[config.mk]
export PLATFORM = sky130hd
export DESIGN_NAME = alu_seq
export DESIGN_NICKNAME = d
export VERILOG_FILES = /design/src/rtl/alu_seq_pkg.sv /design/src/rtl/alu_seq_mul.sv /design/src/rtl/alu_seq.sv
export SDC_FILE = /design/constraint.sdc
export NUM_CORES = 1
export LEC_CHECK = 0
export ABC_AREA = 1
export CAP_MARGIN = 20
export CORE_AREA = 2 2 104 106
export CTS_BUF_LIST = sky130_fd_sc_hd__clkbuf_4 sky130_fd_sc_hd__clkbuf_8
export CTS_CLUSTER_DIAMETER = 60
export DETAILED_ROUTE_END_ITERATION = 7
export DIE_AREA = 0 0 106 108
export PLACE_DENSITY = 0.67
export SLEW_MARGIN = 20
export SYNTH_ARGS = -nofsm -noshare
export SYNTH_HDL_FRONTEND = slang
export SYNTH_SLANG_ARGS = --single-unit
[constraint.sdc]
create_clock -name clk -period 2.2 [get_ports clk]
set_clock_uncertainty 0.15 [all_clocks]
set_input_delay 0.22 -clock clk [delete_from_list [all_inputs] [get_ports clk]]
set_output_delay 0.22 -clock clk [all_outputs]
set_load 0.02 [all_outputs]
[src/rtl/alu_seq_pkg.sv]
// alu_seq_pkg
//   Shared definitions for the sequential ALU: the 16-entry opcode map and
//   the controller state encoding. Imported by alu_seq and alu_seq_mul.
package alu_seq_pkg;

    typedef enum logic [3:0] {
        OP_ANDR = 4'h0,  // AND-reduce A
        OP_XORR = 4'h1,  // XOR-reduce A
        OP_ORR  = 4'h2,  // OR-reduce A
        OP_AND  = 4'h3,
        OP_OR   = 4'h4,
        OP_XOR  = 4'h5,
        OP_ADD  = 4'h6,
        OP_SUB  = 4'h7,
        OP_MUL  = 4'h8,
        OP_EQ   = 4'h9,
        OP_GT   = 4'hA,
        OP_LT   = 4'hB,
        OP_SHR  = 4'hC,
        OP_SHL  = 4'hD,
        OP_ANDN = 4'hE,  // A & ~B
        OP_NOT  = 4'hF   // ~A
    } opcode_e;

    typedef enum logic [1:0] {
        IDLE = 2'd0,
        MUL  = 2'd1,
        DONE = 2'd2
    } state_e;

endpackage

[src/rtl/alu_seq_mul.sv]
// alu_seq_mul
//   Unsigned shift-add multiplier, one multiplier bit per cycle, WIDTH cycles
//   per product. The first partial product is folded into the start cycle so
//   done pulses at the end of the WIDTH-th cycle.
//   Ports:
//     clk, rst_n : clock, asynchronous active-low reset
//     start      : load operands and begin a product (ignored while busy)
//     a, b       : multiplicand, multiplier
//     done       : one-cycle pulse, product valid
//     product    : 2*WIDTH-bit product, valid when done is high
module alu_seq_mul
    import alu_seq_pkg::*;
#(
    parameter int WIDTH = 8
) (
    input  logic               clk,
    input  logic               rst_n,
    input  logic               start,
    input  logic [WIDTH-1:0]   a,
    input  logic [WIDTH-1:0]   b,
    output logic               done,
    output logic [2*WIDTH-1:0] product
);

    localparam int CW = $clog2(WIDTH);

    logic [WIDTH-1:0]   mcand_q;
    logic [2*WIDTH-1:0] prod_q;
    logic [CW-1:0]      cnt_q;
    logic               busy_q;
    logic               done_q;

    // One shift-add step: the upper half accumulates the multiplicand when the
    // current multiplier LSB (p[0]) is set, then the whole pair shifts right.
    // The multiplier is consumed from the low half as the product fills in.
    function automatic logic [2*WIDTH-1:0] step(input logic [2*WIDTH-1:0] p,
                                                input logic [WIDTH-1:0]   m);
        logic [WIDTH:0] s;
        s = {1'b0, p[2*WIDTH-1:WIDTH]} + (p[0] ? {1'b0, m} : {(WIDTH+1){1'b0}});
        return {s, p[WIDTH-1:1]};
    endfunction

    always_ff @(posedge clk or negedge rst_n) begin
        if (!rst_n) begin
            mcand_q <= '0;
            prod_q  <= '0;
            cnt_q   <= '0;
            busy_q  <= 1'b0;
            done_q  <= 1'b0;
        end else begin
            done_q <= 1'b0;
            if (start && !busy_q) begin
                mcand_q <= a;
                prod_q  <= step({{WIDTH{1'b0}}, b}, a);
                cnt_q   <= CW'(WIDTH - 1);
                busy_q  <= 1'b1;
            end else if (busy_q) begin
                prod_q <= step(prod_q, mcand_q);
                cnt_q  <= cnt_q - CW'(1);
                if (cnt_q == CW'(1)) begin
                    busy_q <= 1'b0;
                    done_q <= 1'b1;
                end
            end
        end
    end

    assign done    = done_q;
    assign product = prod_q;

endmodule

[src/rtl/alu_seq.sv]
// alu_seq
//   Sequential 16-operation ALU with valid/ready handshakes on both sides.
//   Single-cycle ops complete one cycle after accept; MUL uses the iterative
//   multiplier and completes WIDTH+1 cycles after accept. Results are held in
//   DONE until the consumer takes them.
//   Ports:
//     clk, rst_n          : clock, asynchronous active-low reset
//     in_valid, in_ready  : request handshake (ready only in IDLE)
//     a, b, opcode        : operands and operation, captured at accept
//     out_valid, out_ready: result handshake
//     result, result_hi   : low / high result word (high only non-zero for MUL)
//     carry, zero         : ADD carry / SUB borrow; {result_hi,result}==0
module alu_seq
    import alu_seq_pkg::*;
#(
    parameter int WIDTH = 8
) (
    input  logic             clk,
    input  logic             rst_n,
    input  logic             in_valid,
    output logic             in_ready,
    input  logic [WIDTH-1:0] a,
    input  logic [WIDTH-1:0] b,
    input  logic [3:0]       opcode,
    output logic             out_valid,
    input  logic             out_ready,
    output logic [WIDTH-1:0] result,
    output logic [WIDTH-1:0] result_hi,
    output logic             carry,
    output logic             zero
);

    localparam int SHW = $clog2(WIDTH);

    state_e             state_q, state_d;
    logic [WIDTH-1:0]   res_q, res_d;
    logic [WIDTH-1:0]   hi_q, hi_d;
    logic               carry_q, carry_d;
    logic               zero_q, zero_d;

    logic               accept;
    opcode_e            op;
    logic [WIDTH-1:0]   alu_res;
    logic               alu_c;
    logic [WIDTH:0]     sum;
    logic [SHW-1:0]     sh;
    logic               mul_start;
    logic               mul_done;
    logic [2*WIDTH-1:0] mul_prod;

    function automatic logic [WIDTH-1:0] zext1(input logic bit_in);
        return {{(WIDTH-1){1'b0}}, bit_in};
    endfunction

    // Gating with rst_n keeps in_ready low while reset is asserted even though
    // the state register already sits in IDLE.
    assign in_ready  = rst_n && (state_q == IDLE);
    assign accept    = in_valid && in_ready;
    assign op        = opcode_e'(opcode);
    assign mul_start = accept && (op == OP_MUL);
    assign out_valid = (state_q == DONE);

    alu_seq_mul #(.WIDTH(WIDTH)) u_mul (
        .clk     (clk),
        .rst_n   (rst_n),
        .start   (mul_start),
        .a       (a),
        .b       (b),
        .done    (mul_done),
        .product (mul_prod)
    );

    // Single-cycle datapath, evaluated on the live inputs in the accept cycle.
    always_comb begin
        alu_res = '0;
        alu_c   = 1'b0;
        sum     = {1'b0, a} + {1'b0, b};
        sh      = b[SHW-1:0];
        case (op)
            OP_ANDR: alu_res = zext1(&a);
            OP_XORR: alu_res = zext1(^a);
            OP_ORR:  alu_res = zext1(|a);
            OP_AND:  alu_res = a & b;
            OP_OR:   alu_res = a | b;
            OP_XOR:  alu_res = a ^ b;
            OP_ADD: begin
                alu_res = sum[WIDTH-1:0];
                alu_c   = sum[WIDTH];
            end
            OP_SUB: begin
                alu_res = a - b;
                alu_c   = (a < b);
            end
            OP_MUL:  alu_res = '0;
            OP_EQ:   alu_res = zext1(a == b);
            OP_GT:   alu_res = zext1(a > b);
            OP_LT:   alu_res = zext1(a < b);
            OP_SHR:  alu_res = a >> sh;
            OP_SHL:  alu_res = a << sh;
            OP_ANDN: alu_res = a & ~b;
            OP_NOT:  alu_res = ~a;
            default: alu_res = '0;
        endcase
    end

    always_comb begin
        state_d = state_q;
        res_d   = res_q;
        hi_d    = hi_q;
        carry_d = carry_q;
        zero_d  = zero_q;
        case (state_q)
            IDLE: begin
                if (accept) begin
                    if (op == OP_MUL) begin
                        state_d = MUL;
                    end else begin
                        state_d = DONE;
                        res_d   = alu_res;
                        hi_d    = '0;
                        carry_d = alu_c;
                        zero_d  = (alu_res == '0);
                    end
                end
            end
            MUL: begin
                if (mul_done) begin
                    state_d       = DONE;
                    {hi_d, res_d} = mul_prod;
                    carry_d       = 1'b0;
                    zero_d        = (mul_prod == '0);
                end
            end
            DONE: begin
                if (out_ready) state_d = IDLE;
            end
            default: state_d = IDLE;
        endcase
    end

    always_ff @(posedge clk or negedge rst_n) begin
        if (!rst_n) begin
            state_q <= IDLE;
            res_q   <= '0;
            hi_q    <= '0;
            carry_q <= 1'b0;
            zero_q  <= 1'b0;
        end else begin
            state_q <= state_d;
            res_q   <= res_d;
            hi_q    <= hi_d;
            carry_q <= carry_d;
            zero_q  <= zero_d;
        end
    end

    assign result    = res_q;
    assign result_hi = hi_q;
    assign carry     = carry_q;
    assign zero      = zero_q;

endmodule

==> reports/results.tsv <==
stage	metric	value	unit
power_and_ir_drop	power.leakage	3.57	nW
logic_synthesis	synth_edf_count	0	
route	vias	5295	
cells_and_area	fin_util	65.2	%
cells_and_area	syn_to_final_growth	45.8	%
setup_path	critPathMaxFanout	2	
setup_path	crit_type	flip-flop to flip-flop	
setup_path	cp_cell_sequence	nand2_1, inv_2, ha_4, inv_2, fa_2, nor2_4, o21ai_2, nand2_2, a21oi_2, o21bai_1, xor2_1, o21ai_1, o21ai_1	
global_routing	grt_pass1_vias	5091	
setup_path	critPathSlowestCell	fa_2	
floorplanning	die_h	108	µm
logic_synthesis	yosysSeqAreaShare	26.8	%
floorplanning	core_area	0.0102	mm²
placed_design	dpl_cell_area	0.00610	mm²
timing	setup_viol	3	
logic_synthesis	synth_nets	772	
timing	period_minus_slack	2.25	ns
logic_synthesis	synthTopCellsByArea	dfrtp_1 (27%), nand2_1 (17%), ha_1 (12%)	
timing	hold_viol_final	0	
clock_network	cts.sinks	49	
timing	post-route-period-util	102	%
global_routing	grt-ovfl-total	0	
route	via_per_inst	5.20	
logic_synthesis	yosys_most_used_dff	dfrtp_1	
route	totalWireLength	16100	µm
global_routing	grt_pass1_wl	26000	µm
run	drv_cap	0	
logic_synthesis	synthArstFlopShare	100	%
route	avgRoutedWirePerCell	15.8	µm
logic_synthesis	yosysTopAreaCell	dfrtp_1	
setup_path	startpoint_type	flip-flop	
cells_and_area	mostFrequentLayoutCells	nand2_1 (205), buf_4 (139), inv_1 (81)	
clock_network	clk_latency	0.31	ns
cells_and_area	final_common_cell	nand2_1	
clock_network	cts-root-buf	clkbuf_8	
cells_and_area	drive_gt1_share	27.6	%
timing	relSlewSlack	58.8	%
setup_path	worstPathRequired	2.25	ns
logic_synthesis	synth_top_area_share	26.8	%
floorplanning	io_pins	44	
route	drc	0	
global_routing	grt_antenna_before_repair	0	
floorplanning	dieWidth	106	µm
floorplanning	initial_core_util	44.7	%
power_and_ir_drop	ir_drop	0.426	mV
clock_network	cts_tree	built	
placed_design	dp_cells	1002	
timing	worstMarginPinSlew	0.618	ns
placed_design	io_buffers	43	
clock_network	cts_buffers	5	
logic_synthesis	synthDistinctLibCells	40	
clock_network	clkTransAtPathRegs	0.09	ns
logic_synthesis	syn_inst	702	
global_routing	grt_max_degree	50	
setup_path	max_stage_delay	0.41	ns
clock_network	ctsHtreeMaxLevel	2	
placed_design	dp_hpwl	13200	µm
logic_synthesis	synth_seq_cells	49	
cells_and_area	fin_area	0.00667	mm²
run_status	violations	negative setup slack	
global_routing	grt_usage	29.0	%
setup_path	cp.arrival	2.30	ns
timing	fin_ws	-0.0494	ns
logic_synthesis	avgSynthCellArea	6.51	µm²
route	dr.pass1.iters	5	
min_path	hp-class	input pin to flip-flop	
logic_synthesis	syn-cell-area	0.00457	mm²
run_status	run_status	complete, but fails checks	
cells_and_area	num-fill-cells	963	
setup_path	end_kind	flip-flop	
route	drtIter0Drc	370	
timing	fmax	445	MHz
route	ant_nets	0	
logic_synthesis	ys_warn_count	0	
clock_network	clock_path_buffers	2	
cells_and_area	antenna_cells	0	
timing	rsz0062_at_grt	true	
power_and_ir_drop	power.density	655	mW/mm²
placed_design	globalplace.congestion	0.936	
floorplanning	dieArea	0.0114	mm²
floorplanning	num_rows	37	
timing	drv_slew	0	
cells_and_area	layout.cells.non_filler	1018	
cells_and_area	finalNetCount	951	
==> path summary, 6_finish.rpt <==
kind | from | slack (ns) | cells after the start | endpoint
worst min-delay path | a[2] | 0.25 | 4 | u_mul.mcand_q[2]
min in group asynchronous | rst_n | 0.41 | 3 | result_hi[2]
worst max register to register | u_mul.mcand_q[0] | -0.05 | 13 | u_mul.product[13]
worst max-delay path | u_mul.mcand_q[0] | -0.05 | 13 | u_mul.product[13]
worst min register to register | result[3] | 0.34 | 2 | result[3]
max in group asynchronous | rst_n | 1.08 | 3 | u_mul.mcand_q[6]
==> state kept, by name (all words and copies together) (netlist names) <==
signal         cells
result_hi          8
result             8
u_mul.cnt_q        3
state_q            2
carry              1
u_mul.done         1
u_mul.busy_q       1
zero               1
u_mul.mcand_q      8
u_mul.product     16
==> critical path, delay by kind of cell (launching register included) <==
kind	cells	cell delay, ns
and+or+nand+nor	3	0.31
adders and majority gates	2	0.55
xor gates and xnor gates	1	0.10
AOI/OAI and AO/OA	5	0.53
buffers and inverters	2	0.11
DFF	1	0.38
==> metrics by stage <==
step	power (mW)	setup WS, ns	TNS (ns)	hold slack (ns)
final	4.37	-0.0494	-0.100	0.249
after global routing	4.72	-0.184	-0.868	0.277
after CTS	4.25	-0.0507	-0.0865	0.331
after detailed placement	3.52	-0.576	-8.83	0.231
after global placement	3.48	-0.514	-8.44	0.222
after floorplan	2.55	-0.0119	-0.0119	-0.226
==> cell type report <==
| class | instances | area, µm² | area share, % |
|---|---|---|---|
| clock inverter | 2 | 38.8 | 0.582 |
| multi-input combinational | 542 | 3250 | 48.8 |
| inverter | 97 | 365 | 5.48 |
| clock buffer | 6 | 76.3 | 1.14 |
| sequential | 49 | 1230 | 18.4 |
| tap | 136 | 170 | 2.55 |
| timing repair buffer | 186 | 1540 | 23.1 |
==> layer usage <==
layer  wire [µm]  GRT usage [%]  vias to the layer above
met4         363           7.89                        0
met1        7430           41.1                     2455
met3         925           2.71                       27
met2        7360           47.7                      181
met5           0              0                        -
li1            -              -                     2632
==> cells by family after synthesis <==
kind of cell,after synthesis,synth area share [%]
simple gates,381,35.3
buf+inv,111,9.93
compound gates,106,13.1
flops,49,26.8
fa+ha+maj,46,13.1
xor+xnor,9,1.72
==> power breakdown <==
| group | switching (mW) | leakage (nW) | total [mW] | internal (mW) |
|---|---|---|---|---|
| logic | 1.32 | 2.86 | 2.33 | 1.01 |
| clock network | 0.312 | 0.0588 | 0.666 | 0.354 |
| registers | 0.209 | 0.648 | 1.38 | 1.17 |
==> cells in the mapped netlist, types with 2 or more instances <==
library cell	n
nor2_2	2
inv_1	93
buf_6	3
a31oi_1	2
o21ai_1	2
o31ai_1	3
o211ai_1	3
xor2_1	7
ha_1	43
o21ai_0	56
a21oi_1	22
nor3_1	5
fa_1	3
clkbuf_1	2
dfrtp_1	49
nand4_1	11
o221ai_1	8
o22ai_1	4
nand2_2	2
nor2_1	69
nand3_1	69
inv_2	3
nand2_1	213
nor2_4	3
xnor2_1	2
nand2_4	2
buf_2	8
==> timing repair <==
item                                    4_1_cts  5_1_grt
endpoints found under the setup margin       14       21
buffers inserted                              2        5
hold buffers                                  1        0
gates resized for setup                      39       78
hold endpoints to repair                     49        0
pin swaps                                    13       31
Power figures use the tool's default switching activity.
